`src/rtl/keypad_pkg.sv`:
```
// Shared definitions for the 4x3 keypad scanner: FSM encoding, key codes
// and the row/column-to-key map.
package keypad_pkg;

  typedef enum logic [1:0] {
    ST_SCAN     = 2'd0,
    ST_DEBOUNCE = 2'd1,
    ST_EMIT     = 2'd2,
    ST_RELEASE  = 2'd3
  } state_t;

  localparam int NUM_ROWS = 4;
  localparam int NUM_COLS = 3;

  localparam logic [3:0] KEY_STAR = 4'd10;
  localparam logic [3:0] KEY_HASH = 4'd11;

  localparam logic [2:0] COL_FIRST = 3'b110;

  // Layout: r0 = 1,2,3; r1 = 4,5,6; r2 = 7,8,9; r3 = *,0,#
  function automatic logic [3:0] key_map(input logic [1:0] row, input logic [1:0] col);
    logic [3:0] code;
    if (row == 2'd3) begin
      case (col)
        2'd0:    code = KEY_STAR;
        2'd1:    code = 4'd0;
        default: code = KEY_HASH;
      endcase
    end else begin
      code = 4'd3 * {2'b00, row} + {2'b00, col} + 4'd1;
    end
    return code;
  endfunction

  function automatic logic [1:0] next_col(input logic [1:0] col);
    return (col >= 2'd2) ? 2'd0 : col + 2'd1;
  endfunction

  function automatic logic [2:0] col_pattern(input logic [1:0] col);
    return ~(3'b001 << col);
  endfunction

  function automatic logic [3:0] row_onehot(input logic [1:0] row);
    return 4'b0001 << row;
  endfunction

  // Only meaningful when exactly one bit of low is set.
  function automatic logic [1:0] row_index(input logic [3:0] low);
    logic [1:0] idx;
    casez (low)
      4'b???1: idx = 2'd0;
      4'b??10: idx = 2'd1;
      4'b?100: idx = 2'd2;
      default: idx = 2'd3;
    endcase
    return idx;
  endfunction

  function automatic logic [9:0] digit_onehot(input logic [3:0] code);
    return (code < 4'd10) ? (10'd1 << code) : 10'd0;
  endfunction

endpackage

```
`src/rtl/keypad_scanner_sync_2ff.sv`:
```
// Two-flop synchronizer for asynchronous level inputs; reset loads the
// idle level so no spurious activity appears after reset.
module sync_2ff #(
  parameter int               WIDTH     = 4,
  parameter logic [WIDTH-1:0] RESET_VAL = '1
) (
  input  logic             clk,
  input  logic             rst,
  input  logic [WIDTH-1:0] d,
  output logic [WIDTH-1:0] q
);

  logic [WIDTH-1:0] meta_reg;
  logic [WIDTH-1:0] sync_reg;

  always_ff @(posedge clk or posedge rst) begin
    if (rst) begin
      meta_reg <= RESET_VAL;
      sync_reg <= RESET_VAL;
    end else begin
      meta_reg <= d;
      sync_reg <= meta_reg;
    end
  end

  assign q = sync_reg;

endmodule

```
`src/rtl/keypad_scanner.sv`:
```
// 4x3 keypad scanner: rotates column strobes, debounces a single pressed key
// and emits one fixed-length registered command per press.
module keypad_scanner
  import keypad_pkg::*;
#(
  parameter int SCAN_DIV  = 4,
  parameter int DEBOUNCE  = 3,
  parameter int PULSE_LEN = 4
) (
  input  logic       clk,
  input  logic       rst,
  input  logic [3:0] row_sense,
  output logic [2:0] col_drive,
  output logic [9:0] keypad,
  output logic       startn,
  output logic       clearn,
  output logic       key_valid,
  output logic [3:0] key_code
);

  localparam int DIV_W   = (SCAN_DIV  > 1) ? $clog2(SCAN_DIV)  : 1;
  localparam int DEB_W   = (DEBOUNCE  > 1) ? $clog2(DEBOUNCE)  : 1;
  localparam int PULSE_W = (PULSE_LEN > 1) ? $clog2(PULSE_LEN) : 1;

  localparam logic [DIV_W-1:0]   DIV_LAST   = DIV_W'(SCAN_DIV - 1);
  localparam logic [DEB_W-1:0]   DEB_LAST   = DEB_W'(DEBOUNCE - 1);
  localparam logic [PULSE_W-1:0] PULSE_LAST = PULSE_W'(PULSE_LEN - 1);

  logic [3:0] row_sync;

  state_t             state_reg;
  logic [1:0]         col_reg;
  logic [1:0]         row_reg;
  logic [DIV_W-1:0]   div_cnt_reg;
  logic [DEB_W-1:0]   deb_cnt_reg;
  logic [PULSE_W-1:0] pulse_cnt_reg;
  logic [2:0]         col_drive_reg;
  logic [9:0]         keypad_reg;
  logic               startn_reg;
  logic               clearn_reg;
  logic               key_valid_reg;
  logic [3:0]         key_code_reg;

  logic [3:0] row_low;
  logic       sample_tick;
  logic       one_low;
  logic       row_match;
  logic       rows_idle;
  logic [1:0] col_next;
  logic       emit_go;
  logic [3:0] emit_code;
  logic       pulse_done;

  sync_2ff #(
    .WIDTH     (4),
    .RESET_VAL (4'hF)
  ) u_row_sync (
    .clk (clk),
    .rst (rst),
    .d   (row_sense),
    .q   (row_sync)
  );

  always_comb begin
    row_low     = ~row_sync;
    sample_tick = (div_cnt_reg == DIV_LAST);
    one_low     = $onehot(row_low);
    row_match   = (row_low == row_onehot(row_reg));
    rows_idle   = (row_low == 4'h0);
    col_next    = next_col(col_reg);
    emit_go     = 1'b0;
    emit_code   = key_map(row_reg, col_reg);
    if (sample_tick) begin
      // With a single-sample debounce the first clean sample is already final.
      if (state_reg == ST_SCAN && one_low && DEBOUNCE == 1) begin
        emit_go   = 1'b1;
        emit_code = key_map(row_index(row_low), col_reg);
      end
      if (state_reg == ST_DEBOUNCE && row_match && deb_cnt_reg == DEB_LAST) begin
        emit_go = 1'b1;
      end
    end
    pulse_done = (state_reg == ST_EMIT) && (pulse_cnt_reg == PULSE_LAST);
  end

  always_ff @(posedge clk or posedge rst) begin
    if (rst) begin
      state_reg     <= ST_SCAN;
      col_reg       <= 2'd0;
      row_reg       <= 2'd0;
      div_cnt_reg   <= '0;
      deb_cnt_reg   <= '0;
      pulse_cnt_reg <= '0;
      col_drive_reg <= COL_FIRST;
      keypad_reg    <= '0;
      startn_reg    <= 1'b1;
      clearn_reg    <= 1'b1;
      key_valid_reg <= 1'b0;
      key_code_reg  <= 4'd0;
    end else begin
      div_cnt_reg <= sample_tick ? '0 : div_cnt_reg + 1'b1;

      case (state_reg)
        ST_SCAN: begin
          if (sample_tick) begin
            if (one_low) begin
              row_reg <= row_index(row_low);
              if (emit_go) begin
                state_reg     <= ST_EMIT;
                pulse_cnt_reg <= '0;
              end else begin
                state_reg   <= ST_DEBOUNCE;
                deb_cnt_reg <= DEB_W'(1);
              end
            end else begin
              col_reg       <= col_next;
              col_drive_reg <= col_pattern(col_next);
            end
          end
        end

        ST_DEBOUNCE: begin
          if (sample_tick) begin
            if (!row_match) begin
              state_reg     <= ST_SCAN;
              deb_cnt_reg   <= '0;
              col_reg       <= col_next;
              col_drive_reg <= col_pattern(col_next);
            end else if (emit_go) begin
              state_reg     <= ST_EMIT;
              deb_cnt_reg   <= '0;
              pulse_cnt_reg <= '0;
            end else begin
              deb_cnt_reg <= deb_cnt_reg + 1'b1;
            end
          end
        end

        ST_EMIT: begin
          // Pulse length is fixed; the key state is not looked at here.
          if (pulse_done) begin
            state_reg   <= ST_RELEASE;
            deb_cnt_reg <= '0;
            div_cnt_reg <= '0;
          end else begin
            pulse_cnt_reg <= pulse_cnt_reg + 1'b1;
          end
        end

        ST_RELEASE: begin
          if (sample_tick) begin
            if (!rows_idle) begin
              deb_cnt_reg <= '0;
            end else if (deb_cnt_reg == DEB_LAST) begin
              state_reg     <= ST_SCAN;
              deb_cnt_reg   <= '0;
              col_reg       <= col_next;
              col_drive_reg <= col_pattern(col_next);
            end else begin
              deb_cnt_reg <= deb_cnt_reg + 1'b1;
            end
          end
        end

        default: state_reg <= ST_SCAN;
      endcase

      if (emit_go) begin
        keypad_reg    <= digit_onehot(emit_code);
        startn_reg    <= (emit_code != KEY_HASH);
        clearn_reg    <= (emit_code != KEY_STAR);
        key_valid_reg <= 1'b1;
        key_code_reg  <= emit_code;
      end else if (pulse_done) begin
        keypad_reg    <= '0;
        startn_reg    <= 1'b1;
        clearn_reg    <= 1'b1;
        key_valid_reg <= 1'b0;
      end
    end
  end

  assign col_drive = col_drive_reg;
  assign keypad    = keypad_reg;
  assign startn    = startn_reg;
  assign clearn    = clearn_reg;
  assign key_valid = key_valid_reg;
  assign key_code  = key_code_reg;

endmodule
```
`config.mk`:
```
export PLATFORM = sky130hd
export DESIGN_NAME = keypad_scanner
export DESIGN_NICKNAME = d
export VERILOG_FILES = /design/src/rtl/keypad_pkg.sv /design/src/rtl/keypad_scanner_sync_2ff.sv /design/src/rtl/keypad_scanner.sv
export SDC_FILE = /design/constraint.sdc
export NUM_CORES = 1
export LEC_CHECK = 0
export ABC_AREA = 1
export BUFFER_PORTS_ARGS = -buffer_cell sky130_fd_sc_hd__buf_2
export CORE_UTILIZATION = 62
export CTS_CLUSTER_SIZE = 28
export DETAILED_ROUTE_END_ITERATION = 8
export GPL_ROUTABILITY_DRIVEN = 0
export MAX_ROUTING_LAYER = met4
export PLACE_DENSITY = 0.84
export SLEW_MARGIN = 30
export SYNTH_ARGS = -nofsm -noshare
export SYNTH_HDL_FRONTEND = slang
export SYNTH_HIERARCHICAL = 1
export SYNTH_SLANG_ARGS = --single-unit
```
`constraint.sdc`:
```
create_clock -name clk -period 3.2 [get_ports clk]
set_input_delay 0.64 -clock clk [delete_from_list [all_inputs] [get_ports clk]]
set_output_delay 0.64 -clock clk [all_outputs]
set_load 0.01 [all_outputs]
```
==> Word level (Yosys, flattened, before mapping) <==
Index checks and enable logic that the tools add are counted.
{ "op_classes": {"n_mul": 1, "mux": 62, "addsub": 9, "reduce_logical": 14, "eq_ne": 27, "shifts": 3, "magnitude_cmp": 2, "bitwise": 2} }
{ "op_table": {"columns": ["op", "n"], "rows": [
  ["2-bit 2-to-1 mux", 37],
  ["10-bit 2-to-1 mux", 3],
  ["2-bit inequality test, second input constant", 12],
  ["3-bit 2-to-1 mux", 7],
  ["2-bit one-hot mux with 3 select lines", 3],
  ["2-bit one-hot mux with 4 select lines", 2],
  ["8-bit AND reduction", 2],
  ["2-bit == test, second input constant", 7],
  ["6-bit AND reduction", 2],
  ["1-bit by 4-bit left shift with 10-bit output, first input constant", 1],
  ["3-bit one-hot mux with 3 select lines", 1],
  ["2-bit by 1-bit adder with 2-bit output, second input constant", 4],
  ["4-bit inequality test, second input constant", 2],
  ["4-bit one-hot mux with 2 select lines", 1],
  ["1-bit 2-to-1 mux", 7],
  ["3-bit nonzero test", 2],
  ["1-bit by 1-bit adder with 2-bit output", 2],
  ["4-bit by 1-bit adder with 4-bit output, second input constant", 1],
  ["4-bit by 2-bit adder with 4-bit output", 1],
  ["2-bit by 1-bit == test with 1-bit output, second input constant", 2],
  ["4-bit == test", 1],
  ["2-bit logical NOT", 2],
  ["4-bit logical NOT", 1],
  ["4-bit less-than comparator, second input constant", 1],
  ["other kinds (14)", 16]
]} }
{ "word_totals": {"inputBits": 6, "reg_bits": 40, "wordCells": 134} }

==> Logic depth before layout (Yosys ltp) <==
{ "logic_depth": {"word_depth": 10, "mapped_depth": 13, "depth_no_buf": 13} }

==> Cells and area by module <==
The synthesis kept the hierarchy.
{ "modules_own_cells": {"columns": ["mod", "cells_each", "area_each_um2", "n_inst"], "rows": [
  ["keypad_scanner", 255, 1974.4, 1],
  ["sync_2ff", 9, 214.0, 1]
]} }

==> Least setup slack after synthesis <==
Ideal clock, no wire load.
{ "synth_timing": {"path_type": "register to register", "start": "reg u_row_sync.sync_reg[0], in the netlist u_row_sync/q[0]", "end": "reg col_reg[0]", "setup_ns": 0.117, "stages_incl_launch_ff": 11, "path_slack_ns": 0.992, "arrival_ns": 2.092, "n_path_buf": 0, "cell_sequence": "dfstp_2 fa_1 inv_1 ha_1 ha_1 nand3b_1 nor2_1 nor3b_2 nand2_1 nand2_1 nand2_1"} }
{ "synth_between": {"elab_chain_len": 6} }
{ "synth_rtl": {"columns": ["item", "line", "rtl"], "rows": [
  ["start: declaration", "keypad_scanner_sync_2ff.sv:14", "logic [WIDTH-1:0] sync_reg;"],
  ["start signal: assignment", "keypad_scanner_sync_2ff.sv:22", "sync_reg <= meta_reg;"],
  ["4-bit NOT *", "keypad_scanner.sv:65", "row_low = ~row_sync;"],
  ["1-bit by 1-bit adder with 2-bit output (not written as such)", "keypad_scanner.sv:67", "one_low = $onehot(row_low);"],
  ["2-bit by 2-bit adder with 3-bit output (not written as such)", "keypad_scanner.sv:67", null],
  ["3-bit by 1-bit == test with 1-bit output", "keypad_scanner.sv:67", null],
  ["2-bit inequality test (no line)", null, null],
  ["8-bit AND reduction (no line) *", null, null],
  ["end signal: assignment", "keypad_scanner.sv:116", "col_reg <= col_next;"],
  ["end signal: assignment", "keypad_scanner.sv:127", "col_reg <= col_next;"],
  ["end signal: assignment", "keypad_scanner.sv:157", "col_reg <= col_next;"],
  ["end: declaration", "keypad_scanner.sv:32", "logic [1:0] col_reg;"]
]} }
Every way passes the cells marked *; elsewhere a longest branch is shown, timed or not.
A chain may end at the register's enable or synchronous reset.

==> Final worst setup path <==
{ "layout_timing": {"start": "reg u_row_sync.sync_reg[0], in the netlist u_row_sync/q[0]", "end": "reg col_drive_reg[0], in the netlist col_drive[0]"} }
{ "layout_between": {"elab_chain_len": 6} }
{ "layout_rtl": {"columns": ["item", "line", "rtl"], "rows": [
  ["4-bit NOT *", "keypad_scanner.sv:65", null],
  ["1-bit by 1-bit adder with 2-bit output (not written as such)", "keypad_scanner.sv:67", null],
  ["2-bit by 2-bit adder with 3-bit output (not written as such)", "keypad_scanner.sv:67", null],
  ["3-bit by 1-bit == test with 1-bit output", "keypad_scanner.sv:67", null],
  ["2-bit inequality test (no line)", null, null],
  ["8-bit AND reduction (no line) *", null, null],
  ["end signal: assignment", "keypad_scanner.sv:117", "col_drive_reg <= col_pattern(col_next);"],
  ["end signal: assignment", "keypad_scanner.sv:128", "col_drive_reg <= col_pattern(col_next);"],
  ["end signal: assignment", "keypad_scanner.sv:158", "col_drive_reg <= col_pattern(col_next);"],
  ["end: declaration", "keypad_scanner.sv:37", "logic [2:0] col_drive_reg;"]
]} }
Marked as above.

==> impl_metrics.yaml <==
clock_network:
  tritoncts: "built"
  cts_htree_levels: 2
  clk_pin_slew_worst_paths_ps: 120
  numCtsBuffers: 5
  numClockSinks: 40
  clk_latency_ps: 360
  postCtsSetupBuffers: 0
  cts_resized: 0
  ctsHoldBuffers: 0
  clk_path_buf_depth: 2
  root_buffer: "clkbuf_4"
die:
  dieArea_um2: 3770
  coreArea_um2: 3360
  die_h_um: 61.4
  fp-row-count: 21
  start_util_pct: 65.1
  die_width_um: 61.4
  io_pins: 26
yosys:
  yosys.area.top_type: "dfrtp_1"
  syn_nets: 289
  ys_top_cells_by_area: "dfrtp_1, nand2_1, dfstp_2"
  yosys_warnings: 6
  synthCells: 264
  ys_ff_latch: 40
  synth.distinct_cells: 24
  syn-cell-area_um2: 2190
  syn_area_per_cell_um2: 8.29
  netlist.area_leader.share_pct: 32.0
  ys_seq_area_share_pct: 46.4
timing:
  rsz0062_at_grt: "false"
  holdWs_ps: 340
  fin_skew_ps: 12.7
  drv_slew: 0
  finalSetupViolations: 0
  period_minus_slack_ps: 2440
  tns_ps: 0
  hold_viol: 0
  fin_crit_sh_pct: 76.3
  worstMarginPinSlew_ps: 681
  slew_headroom_pct: 54.1
  fmax_mhz: 410
power:
  powerDensity_nw_per_um2: 765
  total_power_mw: 1.87
  ir_worst_vdd_mv: 0.400
  power_leakage_nw: 1.40
global_route:
  grt_antenna_before_repair: 0
  grt_pass1_vias: 1526
  grt_pass1_wl_um: 6410
  grtUsageMet2_pct: 38.8
  grtUsageTotal_pct: 24.5
  met1_usage_pct: 30.4
  use_met3_pct: 6.30
  grt_most_used_layer: "met2"
  grt_overflow: 0
  grt_max_degree: 33
cells_and_area:
  fin_nets: 320
  diodes: 0
  final_core_util_pct: 72.8
  drive_above_1_share_pct: 18.2
  largest_reg_flops: 10
  syn2layout_area_growth_pct: 11.9
placed_design:
  hpwl_um: 2910
  port_buffers: 25
critical_path:
  critPathKind: "flip-flop to flip-flop"
  endpoint_kind: "flip-flop"
  arrival_ps: 2700
  critPathMaxFanout: 6
  start_kind: "flip-flop"
  worstPathRequired_ps: 3460
routing:
  detail_route.iter0.violations: 86
  antenna_left: 0
  drt_pass1_iterations: 4
  wl_per_cell_um: 11.7
  viasPerCell: 5.01
  wirelength_um: 4000
  drc: 0
  num_vias: 1713
status:
  outcome: "complete, no violations"
job:
  max_cap_violations: 0
worst_hold_path:
  worstHoldPathType: "input pin to async pin"
critical path: stages (launching register included):
cell	delay, ps
dfstp_2	420
fa_1	530
inv_1	40
ha_1	170
ha_1	270
nand3b_1	130
nor2_1	70
nor3b_2	380
nand2_1	200
nand2_1	100
nand2_1	50
synthesized netlist by cell type (all sizes together):
master and number:
a21oi 6, a31oi 1, buf 2, dfrtp 28, dfstp 12, fa 3, ha 16, inv 36
nand2 95, nand3 15, nand3b 4, nand4 4, nor2 24, nor3 2, nor3b 1, o21ai 13
xor2 2
layout by cell type, fill, tap and decap left out, types with 2 or more instances in the layout:
| master | count |
|---|---|
| a21oi_1 | 5 |
| buf_2 | 25 |
| clkbuf_4 | 5 |
| dfrtp_1 | 28 |
| dfstp_2 | 12 |
| fa_1 | 3 |
| ha_1 | 16 |
| inv_1 | 36 |
| nand2_1 | 94 |
| nand3_1 | 14 |
| nand3b_1 | 4 |
| nand4_1 | 4 |
| nor2_1 | 21 |
| nor2_4 | 2 |
| nor3_1 | 2 |
| o21ai_0 | 12 |
| xor2_1 | 2 |
cell families (layout without fill, tap and decap cells):
group / count (synthesis) / after routing / share of synthesized area [%]
DFF: 40 / 40 / 46.4
xor gates and xnor gates: 2 / 2 / 0.801
buffers and inverters: 38 / 70 / 7.03
adders and majority gates: 19 / 19 / 11.9
AOI/OAI and AO/OA: 20 / 20 / 5.32
and+or+nand+nor: 145 / 145 / 28.5
per-stage QoR:
step	setup slack, ps	std cells	instance area [um2]
2_1_floorplan	992	264	2190
3_3_place_gp	821	334	2360
3_5_place_dp	753	334	2360
4_1_cts	744	342	2450
5_1_grt	597	342	2450
6_report	760	342	2450
path summary, 6_finish.rpt:
kind | from | slack, ps | end | cells past startpoint
max | u_row_sync/q[0] | 760 | col_drive[0] | 10
min | rst | 340 | pulse_cnt_reg[0] | 3
max reg2reg | u_row_sync/q[0] | 760 | col_drive[0] | 10
min reg2reg | u_row_sync/meta_reg[2] | 360 | u_row_sync/q[2] | 0
max in group asynchronous | rst | 2530 | col_drive[2] | 3
min in group clk | u_row_sync/meta_reg[2] | 360 | u_row_sync/q[2] | 0
report_power, final:
| group | switching, mW | internal [mW] |
|---|---|---|
| clock | 0.175 | 0.187 |
| sequential | 0.0749 | 0.582 |
| combinational | 0.579 | 0.276 |
| total | 0.829 | 1.05 |
area by class of cell:
class	count	area, um2
well taps	46	57.6
fillers	284	913
clock buffers	6	51.3
flip-flops and latches	40	1020
clock inverters	2	38.8
repair buffers	26	133
inverters	36	135
multi-input cells	186	1020
layer usage:
layer  vias to the layer above  routed length (um)  share of wire [%]
li1                        880                   -                  -
met1                       783                1810                 45
met2                        44                1940                 49
met3                         6                 181                4.5
met4                         0                  61                1.5
met5                         -                   0                  0
Note: power is estimated with default switching activity, not from simulation.
